--- config.mk ---
export PLATFORM = sky130hd
export DESIGN_NAME = chacha_aead_seq_ctrl
export DESIGN_NICKNAME = d
export VERILOG_FILES = /design/src/rtl/chacha_aead_seq_ctrl.sv
export SDC_FILE = /design/constraint.sdc
export NUM_CORES = 2
export LEC_CHECK = 0
export CAP_MARGIN = 20
export CORE_AREA = 3 3 689 691
export DETAILED_ROUTE_END_ITERATION = 16
export DIE_AREA = 0 0 692 694
export GPL_ROUTABILITY_DRIVEN = 0
export PLACE_DENSITY_LB_ADDON = 0.05
export SLEW_MARGIN = 20
export SYNTH_ARGS = -nofsm -noshare
export SYNTH_HDL_FRONTEND = slang
export SYNTH_SLANG_ARGS = --single-unit
export TNS_END_PERCENT = 100
--- constraint.sdc ---
create_clock -name clk -period 4.5 [get_ports clk]
set_input_delay 1.125 -clock clk [delete_from_list [all_inputs] [get_ports clk]]
set_output_delay 1.125 -clock clk [all_outputs]
set_load 0.005 [all_outputs]
--- src/rtl/chacha_aead_seq_ctrl.sv ---
// Job sequencer for the ChaCha20-Poly1305 core: configures the core, steers the host
// beat stream into the AAD/payload channels, issues the lengths block and collects the tag.
module chacha_aead_seq_ctrl #(
  parameter int unsigned LEN_W   = 32,
  parameter int unsigned TIMEOUT = 4096
) (
  input  logic               clk,
  input  logic               rst_n,
  input  logic               start,
  input  logic               abort,
  input  logic [255:0]       key,
  input  logic [95:0]        nonce,
  input  logic [31:0]        ctr_init,
  input  logic [LEN_W-1:0]   aad_len,
  input  logic [LEN_W-1:0]   pld_len,
  input  logic               in_valid,
  input  logic [127:0]       in_data,
  output logic               in_ready,
  output logic               busy,
  output logic [127:0]       tag,
  output logic               tag_valid,
  output logic               timeout_err,
  output logic [255:0]       core_key,
  output logic [95:0]        core_nonce,
  output logic [31:0]        core_ctr_init,
  output logic               core_cfg_we,
  output logic               aad_valid,
  output logic [127:0]       aad_data,
  output logic [15:0]        aad_keep,
  input  logic               aad_ready,
  output logic               pld_valid,
  output logic [127:0]       pld_data,
  output logic [15:0]        pld_keep,
  input  logic               pld_ready,
  output logic               len_valid,
  output logic [127:0]       len_block,
  input  logic               len_ready,
  input  logic [127:0]       tag_pre_xor,
  input  logic               tag_pre_xor_valid,
  input  logic [127:0]       tagmask,
  input  logic               tagmask_valid,
  input  logic               aad_done,
  input  logic               pld_done,
  input  logic               lens_done
);

  localparam int unsigned WD_W = $clog2(TIMEOUT + 1);

  typedef enum logic [3:0] {
    S_IDLE, S_CFG, S_AAD, S_AAD_WAIT, S_PLD, S_PLD_WAIT, S_LEN, S_TAG, S_DONE
  } state_t;

  state_t             state_q, state_d;
  logic [255:0]       key_q, key_d;
  logic [95:0]        nonce_q, nonce_d;
  logic [31:0]        ctr_q, ctr_d;
  logic [LEN_W-1:0]   aad_len_q, aad_len_d, pld_len_q, pld_len_d, beat_q, beat_d;
  logic [WD_W-1:0]    wd_q, wd_d;
  logic               aad_flag_q, aad_flag_d, pld_flag_q, pld_flag_d;
  logic               pre_flag_q, pre_flag_d, mask_flag_q, mask_flag_d;
  logic [127:0]       pre_q, pre_d, mask_q, mask_d, tag_q, tag_d;
  logic               busy_q, busy_d, tag_valid_q, tag_valid_d;
  logic               timeout_q, timeout_d, cfg_we_q, cfg_we_d;

  logic [LEN_W-1:0]   cur_len;
  logic               last_beat, beat_hs, progress;
  logic [15:0]        final_keep, cur_keep;
  logic               unused_lens;

  assign unused_lens = lens_done;

  // Channel pass-through and keep generation for the active data phase
  assign cur_len    = (state_q == S_PLD) ? pld_len_q : aad_len_q;
  assign last_beat  = (beat_q == ((cur_len - LEN_W'(1)) >> 4));
  assign final_keep = (cur_len[3:0] == 4'd0) ? 16'hFFFF : 16'((16'd1 << cur_len[3:0]) - 16'd1);
  assign cur_keep   = last_beat ? final_keep : 16'hFFFF;

  assign in_ready  = (state_q == S_AAD) ? aad_ready : ((state_q == S_PLD) ? pld_ready : 1'b0);
  assign beat_hs   = in_valid & in_ready;
  assign aad_valid = (state_q == S_AAD) & in_valid;
  assign pld_valid = (state_q == S_PLD) & in_valid;
  assign aad_data  = in_data;
  assign pld_data  = in_data;
  assign aad_keep  = (state_q == S_AAD) ? cur_keep : 16'h0000;
  assign pld_keep  = (state_q == S_PLD) ? cur_keep : 16'h0000;
  assign len_valid = (state_q == S_LEN);
  assign len_block = {64'(aad_len_q) << 3, 64'(pld_len_q) << 3};

  assign busy          = busy_q;
  assign tag           = tag_q;
  assign tag_valid     = tag_valid_q;
  assign timeout_err   = timeout_q;
  assign core_key      = key_q;
  assign core_nonce    = nonce_q;
  assign core_ctr_init = ctr_q;
  assign core_cfg_we   = cfg_we_q;

  always_comb begin
    state_d     = state_q;
    key_d       = key_q;
    nonce_d     = nonce_q;
    ctr_d       = ctr_q;
    aad_len_d   = aad_len_q;
    pld_len_d   = pld_len_q;
    beat_d      = beat_q;
    wd_d        = wd_q;
    aad_flag_d  = aad_flag_q;
    pld_flag_d  = pld_flag_q;
    pre_flag_d  = pre_flag_q;
    mask_flag_d = mask_flag_q;
    pre_d       = pre_q;
    mask_d      = mask_q;
    tag_d       = tag_q;
    timeout_d   = 1'b0;
    progress    = 1'b0;

    // Done indications are sticky from the first cycle after configuration
    if (state_q != S_IDLE && state_q != S_CFG) begin
      aad_flag_d = aad_flag_q | aad_done;
      pld_flag_d = pld_flag_q | pld_done;
    end

    case (state_q)
      S_IDLE: begin
        if (start) begin
          key_d       = key;
          nonce_d     = nonce;
          ctr_d       = ctr_init;
          aad_len_d   = aad_len;
          pld_len_d   = pld_len;
          aad_flag_d  = 1'b0;
          pld_flag_d  = 1'b0;
          pre_flag_d  = 1'b0;
          mask_flag_d = 1'b0;
          tag_d       = '0;
          state_d     = S_CFG;
        end
      end
      S_CFG: begin
        if (aad_len_q != '0)      state_d = S_AAD;
        else if (pld_len_q != '0) state_d = S_PLD;
        else                      state_d = S_LEN;
      end
      S_AAD, S_PLD: begin
        if (beat_hs) begin
          progress = 1'b1;
          beat_d   = beat_q + LEN_W'(1);
          if (last_beat) state_d = (state_q == S_AAD) ? S_AAD_WAIT : S_PLD_WAIT;
        end
      end
      S_AAD_WAIT: begin
        if (aad_flag_q) state_d = (pld_len_q != '0) ? S_PLD : S_LEN;
      end
      S_PLD_WAIT: begin
        if (pld_flag_q) state_d = S_LEN;
      end
      S_LEN: begin
        if (len_ready) begin
          progress = 1'b1;
          state_d  = S_TAG;
        end
      end
      S_TAG: begin
        progress = tag_pre_xor_valid | tagmask_valid;
        if (!pre_flag_q && tag_pre_xor_valid) begin
          pre_flag_d = 1'b1;
          pre_d      = tag_pre_xor;
        end
        if (!mask_flag_q && tagmask_valid) begin
          mask_flag_d = 1'b1;
          mask_d      = tagmask;
        end
        if (pre_flag_d && mask_flag_d) begin
          tag_d   = pre_d ^ mask_d;
          state_d = S_DONE;
        end
      end
      S_DONE:  state_d = S_IDLE;
      default: state_d = S_IDLE;
    endcase

    // Watchdog: any state change or handshake counts as progress
    if (state_q == S_IDLE) begin
      wd_d = '0;
    end else if (state_d != state_q || progress) begin
      wd_d = '0;
    end else if (wd_q == WD_W'(TIMEOUT - 1)) begin
      wd_d      = '0;
      timeout_d = 1'b1;
      state_d   = S_IDLE;
    end else begin
      wd_d = wd_q + WD_W'(1);
    end

    if (abort) begin
      state_d   = S_IDLE;
      timeout_d = 1'b0;
      wd_d      = '0;
    end

    if (state_d != state_q) beat_d = '0;

    busy_d      = (state_d != S_IDLE);
    tag_valid_d = (state_d == S_DONE);
    cfg_we_d    = (state_d == S_CFG);
  end

  always_ff @(posedge clk) begin
    if (!rst_n) begin
      state_q     <= S_IDLE;
      key_q       <= '0;
      nonce_q     <= '0;
      ctr_q       <= '0;
      aad_len_q   <= '0;
      pld_len_q   <= '0;
      beat_q      <= '0;
      wd_q        <= '0;
      aad_flag_q  <= 1'b0;
      pld_flag_q  <= 1'b0;
      pre_flag_q  <= 1'b0;
      mask_flag_q <= 1'b0;
      pre_q       <= '0;
      mask_q      <= '0;
      tag_q       <= '0;
      busy_q      <= 1'b0;
      tag_valid_q <= 1'b0;
      timeout_q   <= 1'b0;
      cfg_we_q    <= 1'b0;
    end else begin
      state_q     <= state_d;
      key_q       <= key_d;
      nonce_q     <= nonce_d;
      ctr_q       <= ctr_d;
      aad_len_q   <= aad_len_d;
      pld_len_q   <= pld_len_d;
      beat_q      <= beat_d;
      wd_q        <= wd_d;
      aad_flag_q  <= aad_flag_d;
      pld_flag_q  <= pld_flag_d;
      pre_flag_q  <= pre_flag_d;
      mask_flag_q <= mask_flag_d;
      pre_q       <= pre_d;
      mask_q      <= mask_d;
      tag_q       <= tag_d;
      busy_q      <= busy_d;
      tag_valid_q <= tag_valid_d;
      timeout_q   <= timeout_d;
      cfg_we_q    <= cfg_we_d;
    end
  end

endmodule

# [Word-level counts from Yosys, hierarchy flattened]
# Index checks and enable logic that the tools add are counted.
[totals] regBits=889 latchBits=0 ram_bits=0 romBits=0 in_bits=845 word_cells=116 mem_count=0
[classes] n_addsub=4 n_mul=0 div=0 n_lt_le_gt_ge=0 n_eq_ne=16 shifts=1 muxes=46 bitwise=8 n_reduce_logical=22
[op_table] operator="2-to-1 mux 128 bit" count=6
[op_table] operator="one-hot mux 128 bit (2 select lines)" count=1
[op_table] operator="bitwise XOR 128 bit" count=1
[op_table] operator="2-to-1 mux 16 bit" count=4
[op_table] operator="nonzero test 32 bit" count=2
[op_table] operator="2-to-1 mux 4 bit" count=11
[op_table] operator="adder 32 x 1 -> 32 bit, second input constant" count=1
[op_table] operator="== test 32 x 28 -> 1 bit" count=1
[op_table] operator="2-to-1 mux 32 bit" count=1
[op_table] operator="subtractor 32 x 1 -> 32 bit, second input constant" count=1
[op_table] operator="one-hot mux 4 bit (7 select lines)" count=1
[op_table] operator="== test 4 x 3 -> 1 bit, second input constant" count=4
[op_table] operator="2-to-1 mux 1 bit" count=16
[op_table] operator="left shift 1 x 4 -> 16 bit, first input constant" count=1
[op_table] operator="subtractor 16 x 1 -> 16 bit, second input constant" count=1
[op_table] operator="adder 13 x 1 -> 13 bit, second input constant" count=1
[op_table] operator="== test 13 x 12 -> 1 bit, second input constant" count=1
[op_table] operator="== test 4 x 1 -> 1 bit, second input constant" count=2
[op_table] operator="== test 4 x 2 -> 1 bit, second input constant" count=2
[op_table] operator="logical NOT 4 bit" count=2
[op_table] operator="!= test 4 bit" count=2
[op_table] operator="nonzero test 4 bit" count=2
[op_table] operator="2-to-1 mux 3 bit" count=2
[op_table] operator="AND reduction 2 bit" count=3
[op_table] operator="other kinds (17)" count=28

# [Longest topological paths before layout]
[logic_depth] word_depth=14 depth_mapped=16

# [Worst setup path after synthesis]
# OpenSTA, ideal clock, no wires.
[synth_path] path_kind="reg2out" start="register state_q[1]" end="output port aad_keep[14]" t_arrival_ns=3.279 required_time_ns=3.375 slack_ns=0.096 path_stages_with_launch=14 n_path_buf=6 path_cell_list="dfxtp_1 buf_2 or4b_1 buf_2 buf_4 buf_2 clkbuf_1 buf_1 mux2i_1 or3_1 ha_1 a211oi_1 o221ai_1 a21oi_1"
[synth_via] elab_chain_len=7 word_cells_on_any_way=11 classes_between="2 x add/sub; 3 x eq/ne; 1 x shift; 4 x mux; 1 x reduce/logical"
[synth_rtl] element="from (decl)" line_no="53" source="state_t state_q, state_d;"
[synth_rtl] element="from (signal assigned)" line_no="230" source="state_q <= state_d;"
[synth_rtl] element="parallel branches: the longest is 6 deep, another holds subtractor 32 x 1 -> 32 bit"
[synth_rtl] element="2-to-1 mux 16 bit *" line_no="84" source="assign aad_keep = (state_q == S_AAD) ? cur_keep : 16'h0000;"
[synth_rtl] element="to (decl)" line_no="29" source="output logic [15:0] aad_keep,"
# Every way passes the cells marked *.

# [Worst setup path in the final report]
[layout_path] start="register state_q[3]" end="output port aad_keep[6]"
# The elaborated chain is that of the path after synthesis.

==> impl_summary.md <==
Run status
The run finished, with violations left. The checks that failed: negative setup slack.

Pwr
The leakage power summed over all cells is 23.1 nW. In this run the power density over the cells is 350 nW/µm². The peak supply drop is 0.000217 V.

Floorplan
The number of placed I/O pins is 1,781. The number of rows in the core area is 252. The width of the chip is 692 µm. From bottom edge to top edge, the die measures 694 µm. The die covers 480,000 µm². The core area is 470,000 µm². For this configuration, the core starts out at a cell density of 8.88%.

Synth
The synthesized area per cell is 8.38 µm². The area fraction in and, or, nand and nor cells after synthesis is 19.3%. The portion of the post-synthesis area used by sequential elements is 42.6%. Synthesis produced a netlist whose cell count is 4,981.

The synthesized netlist devotes 17.5% of its cell area to compound gates. The most frequently used flop master after synthesis is sky130_fd_sc_hd__dfxtp_1. In this run, distinct cell masters in the synthesized netlist total 70. The largest family of logic cells by synthesized area is simple AND/OR/NAND/NOR gates. Of the total synthesized cell area, the portion taken by full adders, half adders and majority gates is 0.0899%.

The proportion of synthesized area in mux cells is 7.01%. After synthesis, the share of flip-flops with an asynchronous set or reset is 0%. Yosys printed 0 warnings. The number of flops mapped to enable cells by yosys is 0. After synthesis the netlist holds a flip-flop and latch count of 889. The synthesized cell area is 41,700 µm². The xor-xnor portion of the synthesized cell area is 4.34%.

Clock tree
For the worst-skew pair, the clock arrives at the later sink with an insertion delay of 0.88 ns. The buffer cell driving the clock tree root is sky130_fd_sc_hd__clkbuf_16. The clock-pin slew on the worst setup and hold paths is 0.05 ns. The hold buffer count at CTS is 0.

The tree built by TritonCTS fans out to 889 sinks. The number of H-tree levels is 4. The clock tree from TritonCTS is built. The number of clock buffers added by TritonCTS is 153. The maximum root-to-sink buffer count is 4.

Final layout
In the final design database the tool counted 7,007 nets. Relative to the synthesized area, the layout overhead comes to 60.7%. Of the cells placed in the final design, the portion with a size suffix greater than 1 is 9.40%. The post-route non-filler standard cell count is 12.5k.

Setup path
For this run, the slowest stage of the critical path takes 0.64 ns. The most frequent cell on the critical path is sky130_fd_sc_hd__buf_12. The logic depth of the worst register-to-register path is 12.

The master of the slowest instance on the critical path is sky130_fd_sc_hd__a222oi_1. The signal on the critical path passes through or4b_4 -> buf_8 -> mux2i_1 -> xor2_1 -> or4_1 -> a222oi_1 -> buf_4 -> nand4_1 -> nor3_4 -> buf_12 -> buf_12 -> buf_12 -> buf_8 -> a21oi_4 -> buf_6. The startpoint identified for the worst register-to-register timing path is state_q[3]. The critical path endpoint category is an output port. The classification of the worst setup path is flop to output port. The category of cells accounting for the largest share of critical-path delay is simple AND/OR/NAND/NOR gates.

The largest fanout on the critical path is 8. The data required time of the worst path is 3.38 ns. In this run the critical register-to-register path is captured at core_cfg_we. Across all register-to-register paths, the minimum setup slack is 0.28 ns. The number of buffers and inverters on the critical path is 7. STA classifies the critical path startpoint as a flop.

The endpoint arrival time on the critical path is 4.75 ns.

Place
Input and output buffers added on the ports amount to 1,331. The total instance count after detailed placement is 12.2k. The final HPWL from detailed placement is 258,000 µm.

Detailed routing
Once detail routing completed, the nets flagged for antenna violations numbered 0. For this run, design rule violations remaining after detail routing come to 0. The detailed-route wire length per cell is 26.4 µm.

The length of the first detailed-routing pass in iterations is 5. The aggregate routed wire length is 330,000 µm. The starting DRC count in detailed routing is 1,611. The total via count in the routed design is 39.8k. The vias per cell is 3.18.

Global routing
The initial antenna violation count came to 260. The number of global-route vias before repair is 40.4k. The all-layer global routing usage is 13.2%. The global route total overflow is 0. Entering global routing, the biggest net connects 161 pins. The first global-routing pass estimated 426,000 µm of wire.

Run
The tool flagged a number of max-cap violations equal to 0.

Timing
The number of endpoints with negative hold slack in the final report is 0. For the finished layout, the period the worst path requires is 5.87 ns. Measured against its own limit, the worst slew margin works out to 30.1%. Once routing completed, OpenROAD measured the worst setup slack at -1.37 ns. The setup violation total in the final timing report is 30. Static timing analysis puts the maximum clock frequency at 0.170 GHz. The count of final max-slew check failures was 0. The clock skew is 0.0818 ns. The final critical-path share of the clock period is 131%. Setup repair after global routing could not meet its margin everywhere. The accumulated negative setup slack is -39.96 ns.

At the pin with the least slew margin, the transition time is 1.05 ns. Hold is met by 0.451 ns.

Min path
The worst hold path begins at wd_q[0]. The endpoint with the worst hold slack is wd_q[0]. The cell count of the worst hold path is 1. The class of the tightest hold or removal check is flop to flop.
[where the power goes]
part	switching (mW)	internal (mW)	total, mW
combinational	1.84	1.67	3.52
sequential	0.151	8.13	8.28
clock	4.90	6.79	11.7
[what timing repair did]
| item | 4_1_cts | 5_1_grt |
|---|---|---|
| endpoints found under the setup margin | 30 | 30 |
| hold endpoints to repair | 0 | 0 |
| setup buffers | 15 | 2 |
| pin swaps | 4 | 9 |
| gates resized for setup | 126 | 38 |
| cloned | 3 | 0 |
[cells in the final DEF, fill, tap and decap left out, types with 15 or more instances in the layout]
master / netlist / final
sky130_fd_sc_hd__a21boi_0: 705 / 705
sky130_fd_sc_hd__a21oi_1: 40 / 27
sky130_fd_sc_hd__a22oi_1: 130 / 130
sky130_fd_sc_hd__buf_12: 0 / 46
sky130_fd_sc_hd__buf_2: 11 / 27
sky130_fd_sc_hd__buf_4: 323 / 244
sky130_fd_sc_hd__clkbuf_1: 305 / 52
sky130_fd_sc_hd__clkbuf_16: 0 / 156
sky130_fd_sc_hd__clkbuf_8: 0 / 22
sky130_fd_sc_hd__clkdlybuf4s50_1: 0 / 1299
sky130_fd_sc_hd__conb_1: 1 / 64
sky130_fd_sc_hd__dfxtp_1: 889 / 887
sky130_fd_sc_hd__diode_2: 0 / 25
sky130_fd_sc_hd__mux2i_1: 289 / 286
sky130_fd_sc_hd__nand2_1: 1498 / 1496
sky130_fd_sc_hd__nand3_1: 38 / 36
sky130_fd_sc_hd__nor2_1: 60 / 57
sky130_fd_sc_hd__nor2b_1: 143 / 141
sky130_fd_sc_hd__nor3_1: 37 / 36
sky130_fd_sc_hd__nor4_1: 16 / 15
sky130_fd_sc_hd__o21ai_0: 45 / 45
sky130_fd_sc_hd__or3_1: 16 / 16
sky130_fd_sc_hd__xnor2_1: 44 / 44
sky130_fd_sc_hd__xor2_1: 163 / 163
[through the flow]
stage	area, µm²	power [mW]	utilization [%]	setup slack, ns
after floorplan	42000	9.76	-	0.0956
after global placement	62000	12.1	13.2	-0.776
after detailed placement	62000	12.1	13.2	-0.726
after CTS	66900	24.5	14.2	-1.56
after global routing	67000	24.7	14.3	-1.51
final	67100	23.5	14.3	-1.37
[cell usage after synthesis, types with 5 or more instances]
library cell	n	area share (%)
sky130_fd_sc_hd__xnor2_1	44	0.92
sky130_fd_sc_hd__a22oi_1	130	2.3
sky130_fd_sc_hd__buf_2	11	0.13
sky130_fd_sc_hd__mux2i_1	289	6.9
sky130_fd_sc_hd__nor3b_1	6	0.11
sky130_fd_sc_hd__clkbuf_1	305	2.7
sky130_fd_sc_hd__nor3_1	37	0.44
sky130_fd_sc_hd__nor4_1	16	0.24
sky130_fd_sc_hd__nand4b_1	5	0.10
sky130_fd_sc_hd__nand2b_1	8	0.12
sky130_fd_sc_hd__buf_4	323	5.8
sky130_fd_sc_hd__o21a_1	7	0.13
sky130_fd_sc_hd__nor2_1	60	0.54
sky130_fd_sc_hd__dfxtp_1	889	43
sky130_fd_sc_hd__a31oi_1	14	0.21
sky130_fd_sc_hd__nand4_1	14	0.21
sky130_fd_sc_hd__a211oi_1	9	0.16
sky130_fd_sc_hd__o2111ai_1	5	0.10
sky130_fd_sc_hd__and2_1	12	0.18
sky130_fd_sc_hd__nor2b_1	143	2.1
sky130_fd_sc_hd__inv_1	13	0.12
sky130_fd_sc_hd__o22ai_1	7	0.10
sky130_fd_sc_hd__xor2_1	163	3.4
sky130_fd_sc_hd__or4_1	13	0.23
sky130_fd_sc_hd__and3_1	14	0.21
sky130_fd_sc_hd__a21oi_1	40	0.48
sky130_fd_sc_hd__a21boi_0	705	13
sky130_fd_sc_hd__or3_1	16	0.24
sky130_fd_sc_hd__and3b_1	5	0.10
sky130_fd_sc_hd__nand3_1	38	0.46
sky130_fd_sc_hd__buf_1	29	0.26
sky130_fd_sc_hd__nand2_1	1498	13
sky130_fd_sc_hd__o21ai_0	45	0.54
[layer usage]
| layer | GRT usage (%) | vias to the layer above | wire length, µm |
|---|---|---|---|
| met4 | 3.05 | 30 | 9100 |
| met5 | 0 | - | 193 |
| li1 | - | 18612 | - |
| met1 | 14.8 | 18968 | 129000 |
| met3 | 3.40 | 734 | 19800 |
| met2 | 24.8 | 1451 | 171000 |
[area by class of cell]
cell class                 count  area, µm²
fill                       53303     403000
clock buffer                 230       4400
timing repair buffer        1628      16100
clock inverter                24        259
multi-input combinational   3472      20600
antenna                       25       62.6
inverter                      15       61.3
tap                         6223       7790
sequential                   889      17800
[worst max-delay path by stage]
| stage | to | cells past startpoint | start | slack [ns] |
|---|---|---|---|---|
| finish | aad_keep[6] | 15 | state_q[3] | -1.37 |
| global route | aad_keep[14] | 15 | state_q[3] | -1.51 |
| CTS | aad_keep[10] | 16 | state_q[0] | -1.56 |
| detailed placement | pld_keep[9] | 13 | state_q[1] | -0.73 |
| global placement | aad_keep[8] | 12 | state_q[1] | -0.78 |
| floorplan | aad_keep[14] | 13 | state_q[1] | 0.1 |
[worst register-to-register path, stage by stage, from the launching register on]
cell and delay [ns]:
sky130_fd_sc_hd__dfxtp_2 0.31, sky130_fd_sc_hd__or4b_4 0.62, sky130_fd_sc_hd__buf_8 0.19, sky130_fd_sc_hd__mux2i_1 0.13, sky130_fd_sc_hd__xor2_1 0.17, sky130_fd_sc_hd__or4_1 0.54, sky130_fd_sc_hd__a222oi_1 0.64, sky130_fd_sc_hd__buf_4 0.22
sky130_fd_sc_hd__nand4_1 0.18, sky130_fd_sc_hd__buf_4 0.20, sky130_fd_sc_hd__buf_4 0.12, sky130_fd_sc_hd__or3_1 0.47, sky130_fd_sc_hd__a211oi_2 0.36
[logic make-up after synthesis]
logic type	count (synthesis)
adders and majority gates	3
muxes	292
and+or+nand+nor	1909
buffers and inverters	683
xor gates and xnor gates	207
other	1
DFF	889
AOI/OAI and AO/OA	997
[registers in the layout (all words and copies together) (netlist names), 4 cells and up]
name	cells
wd_q	13
core_nonce	96
aad_len_q	32
beat_q	32
core_ctr_init	32
core_key	256
state_q	4
pre_q	128
pld_len_q	32
tag	128
mask_q	128
(Power assumes the default switching activity.)
